[src/rtl/stream_pkg.sv]
// Shared helpers for the stream width converters: lane counter width,
// out_din field offsets and the thermometer lane mask.
package stream_pkg;

  localparam int unsigned MAX_RATIO = 64;

  function automatic int unsigned lane_cnt_width(input int unsigned ratio);
    return $clog2(ratio);
  endfunction

  // Bit position of the last flag in {last, lane_mask, data}.
  function automatic int unsigned last_bit(input int unsigned out_width,
                                           input int unsigned ratio);
    return out_width + ratio;
  endfunction

  function automatic int unsigned mask_lsb(input int unsigned out_width);
    return out_width;
  endfunction

  // Thermometer mask with bits [cnt:0] set; callers slice to their ratio.
  function automatic logic [MAX_RATIO-1:0] lane_mask(input int unsigned cnt);
    logic [MAX_RATIO-1:0] m;
    m = '0;
    for (int unsigned i = 0; i < MAX_RATIO; i++) begin
      m[i] = (i <= cnt);
    end
    return m;
  endfunction

endpackage

[src/rtl/stream_out_reg.sv]
// Single-entry output holding register with valid/full_n handshake;
// a new word may be loaded in the same cycle the held one drains.
module stream_out_reg #(
  parameter int unsigned WIDTH = 8
) (
  input  logic             clk,
  input  logic             reset_n,
  input  logic             load,
  input  logic [WIDTH-1:0] load_data,
  input  logic             out_full_n,
  output logic             ready_c,
  output logic             out_valid,
  output logic [WIDTH-1:0] out_data
);

  // Room for a new word when empty or when the held word leaves this cycle.
  assign ready_c = ~out_valid | out_full_n;

  always_ff @(posedge clk or negedge reset_n) begin
    if (!reset_n) begin
      out_valid <= 1'b0;
      out_data  <= '0;
    end else if (load) begin
      out_valid <= 1'b1;
      out_data  <= load_data;
    end else if (out_full_n) begin
      out_valid <= 1'b0;
    end
  end

endmodule

[src/rtl/stream_width_upsizer.sv]
// Packs RATIO narrow FWFT words into one wide word (lane 0 first); a last
// flag flushes a partial word early with a lane mask of the valid lanes.
module stream_width_upsizer
  import stream_pkg::*;
#(
  parameter int unsigned IN_WIDTH  = 32,
  parameter int unsigned RATIO     = 4,
  parameter int unsigned OUT_WIDTH = IN_WIDTH * RATIO
) (
  input  logic                           clk,
  input  logic                           reset_n,
  input  logic                           in_empty_n,
  output logic                           in_read,
  input  logic [IN_WIDTH:0]              in_dout,
  input  logic                           out_full_n,
  output logic                           out_write,
  output logic [OUT_WIDTH+RATIO:0]       out_din,
  output logic [$clog2(RATIO)-1:0]       pending_lanes
);

  localparam int unsigned CW       = lane_cnt_width(RATIO);
  localparam int unsigned DW       = OUT_WIDTH + RATIO + 1;
  localparam int unsigned LAST_BIT = last_bit(OUT_WIDTH, RATIO);
  localparam int unsigned MASK_LSB = mask_lsb(OUT_WIDTH);

  logic [OUT_WIDTH-1:0] acc;
  logic [OUT_WIDTH-1:0] acc_merged_c;
  logic [OUT_WIDTH-1:0] word_c;
  logic [CW-1:0]        cnt;
  logic [IN_WIDTH-1:0]  payload_c;
  logic                 last_c;
  logic                 ready_c;
  logic                 accept_c;
  logic                 complete_c;
  logic [RATIO-1:0]     mask_c;
  logic [DW-1:0]        load_word_c;
  logic [DW-1:0]        out_word;
  logic                 out_valid;

  assign payload_c  = in_dout[IN_WIDTH-1:0];
  assign last_c     = in_dout[IN_WIDTH];
  assign accept_c   = ready_c & in_empty_n;
  assign complete_c = accept_c & (last_c | (cnt == CW'(RATIO - 1)));

  // Current lane takes the payload; lanes above cnt are forced to zero.
  always_comb begin
    acc_merged_c = acc;
    word_c       = '0;
    for (int unsigned i = 0; i < RATIO; i++) begin
      if (CW'(i) == cnt) begin
        acc_merged_c[i*IN_WIDTH +: IN_WIDTH] = payload_c;
      end
      if (i <= 32'(cnt)) begin
        word_c[i*IN_WIDTH +: IN_WIDTH] = acc_merged_c[i*IN_WIDTH +: IN_WIDTH];
      end
    end
  end

  assign mask_c = RATIO'(lane_mask(32'(cnt)));

  always_comb begin
    load_word_c                      = '0;
    load_word_c[OUT_WIDTH-1:0]       = word_c;
    load_word_c[MASK_LSB +: RATIO]   = mask_c;
    load_word_c[LAST_BIT]            = last_c;
  end

  // Accumulator and lane counter; counter wraps only through completion.
  always_ff @(posedge clk or negedge reset_n) begin
    if (!reset_n) begin
      acc <= '0;
      cnt <= '0;
    end else if (complete_c) begin
      acc <= '0;
      cnt <= '0;
    end else if (accept_c) begin
      acc <= acc_merged_c;
      cnt <= cnt + 1'b1;
    end
  end

  stream_out_reg #(
    .WIDTH (DW)
  ) u_out_reg (
    .clk        (clk),
    .reset_n    (reset_n),
    .load       (complete_c),
    .load_data  (load_word_c),
    .out_full_n (out_full_n),
    .ready_c    (ready_c),
    .out_valid  (out_valid),
    .out_data   (out_word)
  );

  assign in_read       = ready_c;
  assign out_write     = out_valid;
  assign out_din       = out_word;
  assign pending_lanes = cnt;

endmodule

[config.mk]
export PLATFORM = sky130hd
export DESIGN_NAME = stream_width_upsizer
export DESIGN_NICKNAME = d
export VERILOG_FILES = /design/src/rtl/stream_pkg.sv /design/src/rtl/stream_out_reg.sv /design/src/rtl/stream_width_upsizer.sv
export SDC_FILE = /design/constraint.sdc
export NUM_CORES = 1
export LEC_CHECK = 0
export CORE_MARGIN = 3
export CORE_UTILIZATION = 45
export CTS_CLUSTER_DIAMETER = 100
export DETAILED_ROUTE_END_ITERATION = 8
export PLACE_DENSITY = 0.68
export SLEW_MARGIN = 10
export SYNTH_ARGS = -nofsm -noshare
export SYNTH_HDL_FRONTEND = slang
export SYNTH_SLANG_ARGS = --single-unit
[constraint.sdc]
create_clock -name clk -period 3.6 [get_ports clk]
set_input_delay 0.72 -clock clk [delete_from_list [all_inputs] [get_ports clk]]
set_output_delay 0.72 -clock clk [all_outputs]
set_load 0.01 [all_outputs]
==> impl_metrics.json, run 1 <==
{
  "cell_area_synth_um2": 11460,
  "cts_bufs_inserted": 28,
  "tritoncts": "built",
  "cts-resized-gates": 0,
  "synth.lib_cells_used.distinct": 30,
  "post_drt_wl_per_cell_um": 21.52,
  "vias_in_the_first_global_route": 7846,
  "start_util_pct": 46.44,
  "gp_congestion": 0.7810,
  "reg2reg_depth": 5,
  "clock_sink_count": 264,
  "cts_buffer_depth": 3,
  "postSynthRegisterBits": 264,
  "timing.critical_path.to_type": "primary output",
  "max_slew.worst_pin.slew_ps": 1036,
  "setup-tns-final_ps": 0,
  "ctsHoldBuffers": 0,
  "crit_path_max_fanout": 2,
  "routed-via-count": 7424,
  "die_w_um": 165.6,
  "ios": 174,
  "postSynthNetCount": 899,
  "drt_first_pass_iters": 4,
  "min_path_type": "input pin to async pin",
  "slew_violations": 0,
  "grt_pass1_wl_um": 44950,
  "power_density_nw_per_um2": 645.0,
  "design.final.nets": 1018,
  "dp_hpwl_um": 17330,
  "max_clock_freq_mhz": 389.0,
  "min_period_over_period_pct": 71.42,
  "vias_per_cell": 5.624,
  "dieArea_um2": 27420,
  "outcome": "completed",
  "ys_seq_area_share_pct": 57.65,
  "timing.setup.critical_path_class": "input pin to primary output",
  "cp_data_arrival_time_ps": 1850,
  "floorplan.die.height_um": 165.6,
  "crit_slowest_cell": "clkdlybuf4s50_1",
  "critical_path_required_ps": 2880,
  "cpPeakStageDelay_ps": 550,
  "pin_count_of_the_biggest_net_entering_global_routing": 108,
  "insertion_delay_ps": 530,
  "clk_transition_reported_paths_ps": 60,
  "drt_drc_violations_left": 0,
  "power.leakage_nw": 6.380,
  "ratio_of_cells_with_drive_above_1_in_the_final_layout_pct": 20.88,
  "syn_to_final_growth_pct": 25.52,
  "design.core.area_um2": 24680,
  "final-setup-viol-count": 0,
  "diodes": 0,
  "cts_root_buffer": "clkbuf_16",
  "postSynthCellCount": 855,
  "timing.critical_path.cells": "clkdlybuf4s50_1 > nand2b_1 > clkdlybuf4s50_1",
  "cpMostUsedCell": "clkdlybuf4s50_1",
  "grt_antenna_before_repair": 0,
  "grt-ovfl-total": 0,
  "final_period_minus_worst_setup_slack_ps": 2571,
  "first_iter_violations": 483,
  "totalWireLength_um": 28400,
  "portBuffers": 173,
  "irDropWorstVdd_v": 0.0003548,
  "ant_nets": 0,
  "detailedPlace.worstSlack_ps": 722.2,
  "synth.yosys.warnings": 0,
  "timing.final.hold_violations": 0,
  "core.rowCount": 57,
  "setup.worst_path.start_class": "input pin",
  "postLayoutSetupSlackWorst_ps": 1029,
  "slew-limit-headroom_pct": 30.76,
  "cts_post_setup_buffers_inserted": 0,
  "ctsHtreeMaxLevel": 1,
  "grt_setup_unrepaired": "false",
  "post_synth.cell_area_avg_um2": 13.40,
  "gr-usage-all-layers_pct": 21.00,
  "clock_skew_ps": 16.77,
  "maxCapViolCount": 0
}
## layout make-up
class	count	area, um^2
Clock inverter	11	158.9
Tap cell	324	405.4
Fill cell	2052	10290
Multi-Input combinational cell	485	4399
Clock buffer	41	860.8
Timing Repair Buffer	192	1942
Sequential cell	264	6606
Inverter	3	11.26
## registers in the layout, indices dropped and copies added, names as in the netlist
name,cells
acc,128
pending_lanes,2
u_out_reg.out_data,133
u_out_reg.out_valid,1
## where the power goes
| group | internal [mW] | switching, mW | leakage (nW) |
|---|---|---|---|
| sequential | 3.47 | 0.317 | 3.57 |
| clock | 1.94 | 1.17 | 0.510 |
| combinational | 1.28 | 1.10 | 2.30 |
| total | 6.69 | 2.59 | 6.38 |
## worst paths after layout
| check | from | endpoint | slack (ps) |
|---|---|---|---|
| min in group clk | u_out_reg.out_data[128] | u_out_reg.out_data[128] | 480 |
| worst min register to register | u_out_reg.out_data[128] | u_out_reg.out_data[128] | 480 |
| worst max register to register | pending_lanes[1] | acc[41] | 1070 |
| worst max-delay path | out_full_n | in_read | 1030 |
| worst min-delay path | reset_n | u_out_reg.out_data[61] | 130 |
| max in group asynchronous | reset_n | acc[50] | 2500 |
## worst max-delay path, delay by kind of cell
family / cells / cell delay, ps
and+or+nand+nor: 1 / 130
buffers and inverters: 2 / 1000
## per-stage QoR
stage | hold slack, ps | instances | utilization, % | total power [mW] | instance area, um^2
after CTS | 141.0 | 1320 | 58.29 | 9.380 | 14380
after detailed placement | 465.7 | 1268 | 54.16 | 6.237 | 13360
final | 131.5 | 1320 | 58.29 | 9.277 | 14380
after floorplan | 424.4 | 855 | - | 5.122 | 11460
after global routing | 154.1 | 1320 | 58.29 | 9.734 | 14380
after global placement | 450.9 | 1268 | 54.16 | 6.207 | 13360
## metal layers
layer,vias to the layer above,GRT usage [%],wire (um),share of wire (%)
met2,211,33.34,13360,47
met5,-,0,0,0
met3,38,3.218,1382,4.9
met1,3818,30.70,13200,46
li1,3357,-,-,-
met4,0,4.764,452,1.6
## cells by family (layout without fill, tap and decap cells)
group           Yosys count  in the layout  synth area share, %
simple gates             82             82                3.188
fa+ha+maj                 7              7               0.7642
mux                     226            226                21.16
buf+inv                 106            247                4.378
compound gates          170            170                12.86
flops                   264            264                57.65
## cell usage after synthesis
library cell,count,area share (%)
dfrtp_1,264,58
a22o_1,127,9.7
mux2_2,125,12
mux2i_1,96,8.4
nor2_1,66,2.2
clkbuf_1,51,1.7
buf_2,41,1.8
o2bb2ai_1,31,2.4
ha_1,7,0.76
buf_6,5,0.49
mux2_1,5,0.49
a31oi_1,4,0.22
and4_1,4,0.31
buf_4,4,0.26
inv_1,3,0.098
buf_1,2,0.066
nand2b_1,2,0.11
nand4_1,2,0.11
nor2b_1,2,0.11
o211ai_1,2,0.13
o211ai_2,2,0.22
o21ai_0,2,0.087
a41oi_1,1,0.076
and2_0,1,0.055
and2_1,1,0.055
nand2_1,1,0.033
nand3_1,1,0.044
nand3_4,1,0.15
o22ai_1,1,0.055
or2_1,1,0.055
## placed cells by master (no fill, tap or decap), types with 2 or more instances in the layout
master           synthesis  routed
inv_1                    3       3
ha_1                     7       2
mux2_2                 125     125
buf_4                    4      14
clkbuf_1                51       3
mux2i_1                 96      96
o211ai_1                 2       2
nand4_1                  2       2
and4_2                   0       4
clkbuf_16                0      29
nor2b_1                  2       2
buf_12                   0       5
clkinv_2                 0       6
a22o_1                 127     127
bufinv_16                0       4
ha_2                     0       5
o2bb2ai_1               31      31
dfrtp_1                264     264
clkbuf_8                 0       9
a31oi_1                  4       4
mux2_1                   5       5
o211ai_4                 0       2
nand2b_1                 2       2
clkdlybuf4s50_1          0     172
nor2_1                  66      65
o21ai_0                  2       2
No activity file was read; power rests on OpenSTA's default activity.
==> run 2: changes to the inputs <==
- clock period: 3.6 -> 2.55 ns (I/O delays scaled with it)
==> impl_metrics.json, run 2 (same netlist as run 1, synthesis figures left out) <==
{
  "outcome": "completed",
  "portion_of_total_power_attributed_to_sequential_cells_pct": 41.3,
  "final_period_minus_worst_setup_slack_ps": 2357,
  "pin_count_of_the_biggest_net_entering_global_routing": 70,
  "crit_path_max_fanout": 8,
  "floorplan.die.height_um": 165.6,
  "start_util_pct": 46.44,
  "vias_per_cell": 5.667,
  "grt_antenna_before_repair": 0,
  "ratio_of_cells_with_drive_above_1_in_the_final_layout_pct": 21.17,
  "min_path_type": "flip-flop to flip-flop",
  "clk_transition_reported_paths_ps": 60,
  "die_w_um": 165.6,
  "slew_violations": 0,
  "irDropWorstVdd_v": 0.0005471,
  "cts-resized-gates": 0,
  "clock_skew_ps": 16.04,
  "max_clock_freq_mhz": 424.2,
  "power_frac_comb_pct": 27.2,
  "power.clock.fraction_pct": 31.5,
  "gr-usage-all-layers_pct": 21.47,
  "setup.worst_path.start_class": "input pin",
  "cts_bufs_inserted": 28,
  "dieArea_um2": 27420,
  "power.leakage_nw": 6.423,
  "timing.final.hold_violations": 0,
  "insertion_delay_ps": 530,
  "totalWireLength_um": 29220,
  "timing.critical_path.to_type": "primary output",
  "routed-via-count": 7537,
  "dp_hpwl_um": 18190,
  "netSwitchingFraction_pct": 28.63,
  "min_period_over_period_pct": 92.44,
  "drt_drc_violations_left": 0,
  "power_density_nw_per_um2": 895.9,
  "cts_buffer_depth": 3,
  "vias_in_the_first_global_route": 7791,
  "power_consumption_mw": 12.95,
  "p_switching_mw": 3.707,
  "portBuffers": 173,
  "max_slew.worst_pin.slew_ps": 848.7,
  "setup-tns-final_ps": 0,
  "final-setup-viol-count": 0,
  "ios": 174,
  "layout.cells.most_common_list": "264 x dfrtp_1, 172 x clkdlybuf4s50_1, 127 x a22o_1",
  "grt_pass1_wl_um": 45820,
  "critical_path_required_ps": 2040,
  "first_iter_violations": 521,
  "largest_register_ffs": 133,
  "post_drt_wl_per_cell_um": 21.97,
  "diodes": 0,
  "timing.setup.critical_path_class": "input pin to primary output",
  "core.rowCount": 57,
  "gp_congestion": 0.7853,
  "drt_first_pass_iters": 5,
  "regMostFlops": "u_out_reg.out_data",
  "slew-limit-headroom_pct": 43.42,
  "layout_commonest_cell": "dfrtp_1",
  "ctsHtreeMaxLevel": 1,
  "tritoncts": "built",
  "maxCapViolCount": 0,
  "grt-ovfl-total": 0,
  "design.core.area_um2": 24680,
  "cp_data_arrival_time_ps": 1850,
  "ant_nets": 0,
  "cts_post_setup_buffers_inserted": 0,
  "p_int_mw": 9.242,
  "design.final.nets": 1029,
  "clock_sink_count": 264,
  "syn_to_final_growth_pct": 26.13,
  "grt_setup_unrepaired": "false",
  "cts_root_buffer": "clkbuf_16"
}
## run 2: changes by cell type in the layout (fill, tap and decap cells not counted)
cell,previous run,this run
clkbuf_1,3,7
bufinv_16,4,2
buf_4,14,18
clkinv_4,1,0
clkbuf_8,9,6
dlygate4sd3_1,0,1
buf_12,5,11
clkinv_2,6,7
## run 2: final timing paths
path	start	end	slack [ps]	cells after the start
worst max-delay path	out_full_n	in_read	190	3
worst min-delay path	u_out_reg.out_data[128]	u_out_reg.out_data[128]	460	1
worst max register to register	pending_lanes[0]	acc[21]	310	4
worst min register to register	u_out_reg.out_data[128]	u_out_reg.out_data[128]	460	1
max in group asynchronous	reset_n	acc[109]	1280	3
min in group asynchronous	reset_n	u_out_reg.out_data[128]	510	2
## run 2: through the flow
step           cell area (um^2)  hold slack [ps]  worst slack, ps  utilization [%]  instances
2_1_floorplan             11460            214.4            579.8                -        855
3_3_place_gp              13510            451.5            123.9            54.77       1278
3_5_place_dp              13510            454.2            88.30            54.77       1278
4_1_cts                   14450            469.3            193.6            58.57       1330
5_1_grt                   14450            484.1            158.0            58.57       1330
6_report                  14450            464.3            192.9            58.57       1330
## run 2: layout make-up
cell class	count	area [um^2]
Clock buffer	42	834.6
Clock inverter	9	95.09
Fill cell	2060	10220
Inverter	3	11.26
Multi-Input combinational cell	485	4399
Sequential cell	264	6606
Tap cell	324	405.4
Timing Repair Buffer	203	2102
## run 2: worst max-delay path, stage by stage
cell	delay, ps
clkdlybuf4s50_1	450
nand2b_1	280
clkdlybuf4s50_1	610
## run 2: repair_timing
item / 4_1_cts / 5_1_grt
hold endpoints to repair: 57 / 0
hold buffers: 1 / 0
endpoints found under the setup margin: 0 / 0
## run 2: power by group through the flow
| stage | logic (mW) | registers [mW] | clock network, mW |
|---|---|---|---|
| finish | 3.52 | 5.35 | 4.08 |
| global route | 3.78 | 5.43 | 4.34 |
| CTS | 3.56 | 5.35 | 4.16 |
| detailed placement | 3.55 | 5.41 | 0 |
| global placement | 3.49 | 5.41 | 0 |
| floorplan | 1.74 | 5.49 | 0 |
## run 2: metal layers
| metal | part of all wire, % | vias up | wire length [um] | GRT usage, % |
|---|---|---|---|---|
| met3 | 5.7 | 40 | 1667 | 3.492 |
| met5 | 0 | - | 0 | 0 |
| met4 | 1.7 | 0 | 500 | 5.331 |
| li1 | - | 3366 | - | - |
| met2 | 46 | 237 | 13570 | 33.81 |
| met1 | 46 | 3894 | 13470 | 31.31 |
==> run 3: changes to the inputs <==
- CORE_ASPECT_RATIO: unset -> 1.2
==> impl_metrics.json, run 3 (same netlist as run 1, synthesis figures left out) <==
{
  "cts_bufs_inserted": 27,
  "vias_per_cell": 5.642,
  "final_period_minus_worst_setup_slack_ps": 2417,
  "clock_sink_count": 264,
  "dp_hpwl_um": 18860,
  "cts_post_setup_buffers_inserted": 0,
  "design.core.area_um2": 24910,
  "clock_skew_ps": 10.97,
  "power.leakage_nw": 6.473,
  "final_cell_count_no_fill": 1340,
  "power_density_nw_per_um2": 886.6,
  "min_path_type": "flip-flop to flip-flop",
  "timing.final.hold_violations": 0,
  "ios": 174,
  "pin_count_of_the_biggest_net_entering_global_routing": 79,
  "setup-tns-final_ps": 0,
  "die_w_um": 151.7,
  "cts_buffer_depth": 3,
  "start_util_pct": 46.01,
  "ant_nets": 0,
  "slew-limit-headroom_pct": 44.23,
  "timing.critical_path.to_type": "primary output",
  "area_taken_by_flip_flops_and_latches_um2": 6606,
  "tritoncts": "built",
  "totalWireLength_um": 28820,
  "ratio_of_cells_with_drive_above_1_in_the_final_layout_pct": 21.97,
  "gr-usage-all-layers_pct": 21.28,
  "clk_transition_reported_paths_ps": 50,
  "maxCapViolCount": 0,
  "setup.worst_path.start_class": "input pin",
  "grt_setup_unrepaired": "false",
  "timing.setup.critical_path_class": "input pin to primary output",
  "min_period_over_period_pct": 94.80,
  "crit_path_max_fanout": 5,
  "floorplan.die.height_um": 180.8,
  "syn_to_final_growth_pct": 26.89,
  "grt_pass1_wl_um": 46360,
  "post_drt_wl_per_cell_um": 21.51,
  "ctsHtreeMaxLevel": 1,
  "first_iter_violations": 407,
  "num-fill-cells": 2056,
  "hold_slack_ps": 461.2,
  "cp_data_arrival_time_ps": 1910,
  "drt_drc_violations_left": 0,
  "critical_path.reg2reg.startpoint": "pending_lanes[1]",
  "reg2reg_to": "acc[31]",
  "multi_input_area_um2": 4399,
  "insertion_delay_ps": 530,
  "core.rowCount": 63,
  "layout_commonest_cell": "dfrtp_1",
  "reg2reg_depth": 4,
  "layout.cells.most_common_list": "264 x dfrtp_1, 172 x clkdlybuf4s50_1, 127 x a22o_1",
  "dieArea_um2": 27420,
  "cts_root_buffer": "clkbuf_16",
  "slew_violations": 0,
  "vias_in_the_first_global_route": 7935,
  "portBuffers": 173,
  "design.final.nets": 1042,
  "final-setup-viol-count": 0,
  "gp_congestion": 0.7816,
  "finalInstanceArea_um2": 14540,
  "grt-ovfl-total": 0,
  "diodes": 0,
  "detailed_place.area_um2": 13620,
  "max_slew.worst_pin.slew_ps": 836.6,
  "cp-startpoint": "out_full_n",
  "post-route-util_pct": 58.38,
  "worst-r2r-setup-slack_ps": 250,
  "critical_path_required_ps": 2040,
  "outcome": "completed",
  "setup.worst_path.end": "in_read",
  "max_clock_freq_mhz": 413.7,
  "regMostFlops": "u_out_reg.out_data",
  "grt_antenna_before_repair": 1,
  "irDropWorstVdd_v": 0.0005324,
  "routed-via-count": 7560,
  "drt_first_pass_iters": 4,
  "largest_register_ffs": 133,
  "post-place-cells": 1293
}
==> run 3: cell count changes in the layout (fill, tap and decap cells not counted), sizes merged <==
cell	delta
inv	+1
bufinv	+2
clkinv	-4
clkbuf	-4
buf	+14
==> run 3: what timing repair did <==
action	in CTS	in global routing
hold buffers	1	0
setup endpoints to repair	0	0
hold endpoints to repair	13	0
resized for setup	0	0
==> run 3: layout make-up <==
class,instances,area share [%]
clock buffers,38,5.274
clock inverters,8,0.9895
repair buffers,217,15.18
well taps,325,2.796
flip-flops and latches,264,45.43
multi-input cells,485,30.25
inverters,3,0.07744
==> run 3: report_power, final <==
part	switching, mW	internal [mW]	total (mW)
logic	1.59	1.90	3.49
clock network	1.59	2.49	4.08
registers	0.423	4.90	5.32
==> run 3: worst min-delay path by stage <==
stage	from	endpoint	slack (ps)	cells past startpoint
CTS	u_out_reg.out_data[128]	u_out_reg.out_data[128]	470	1
floorplan	reset_n	acc[0]	210	0
global placement	u_out_reg.out_data[128]	u_out_reg.out_data[128]	450	1
global route	acc[127]	acc[127]	500	1
detailed placement	u_out_reg.out_data[128]	u_out_reg.out_data[128]	460	1
finish	u_out_reg.out_data[128]	u_out_reg.out_data[128]	460	1
==> run 3: critical path, stage by stage <==
cell	delay (ps)
clkdlybuf4s50_1	460
nand2b_1	260
clkdlybuf4s50_1	670
==> run 3: through the flow <==
stage | power, mW | setup slack [ps]
global placement | 8.865 | 45.42
floorplan | 7.231 | 579.8
detailed placement | 8.915 | 7.981
finish | 12.89 | 132.5
CTS | 13.04 | 130.1
global route | 13.55 | 117.2
==> run 3: per-layer routing <==
| layer | global-route usage (%) | routed length, um | up-vias |
|---|---|---|---|
| li1 | - | - | 3389 |
| met1 | 30.89 | 13000 | 3934 |
| met2 | 33.81 | 13660 | 199 |
| met3 | 3.813 | 1624 | 36 |
| met4 | 4.351 | 513 | 2 |
| met5 | 0 | 20 | - |
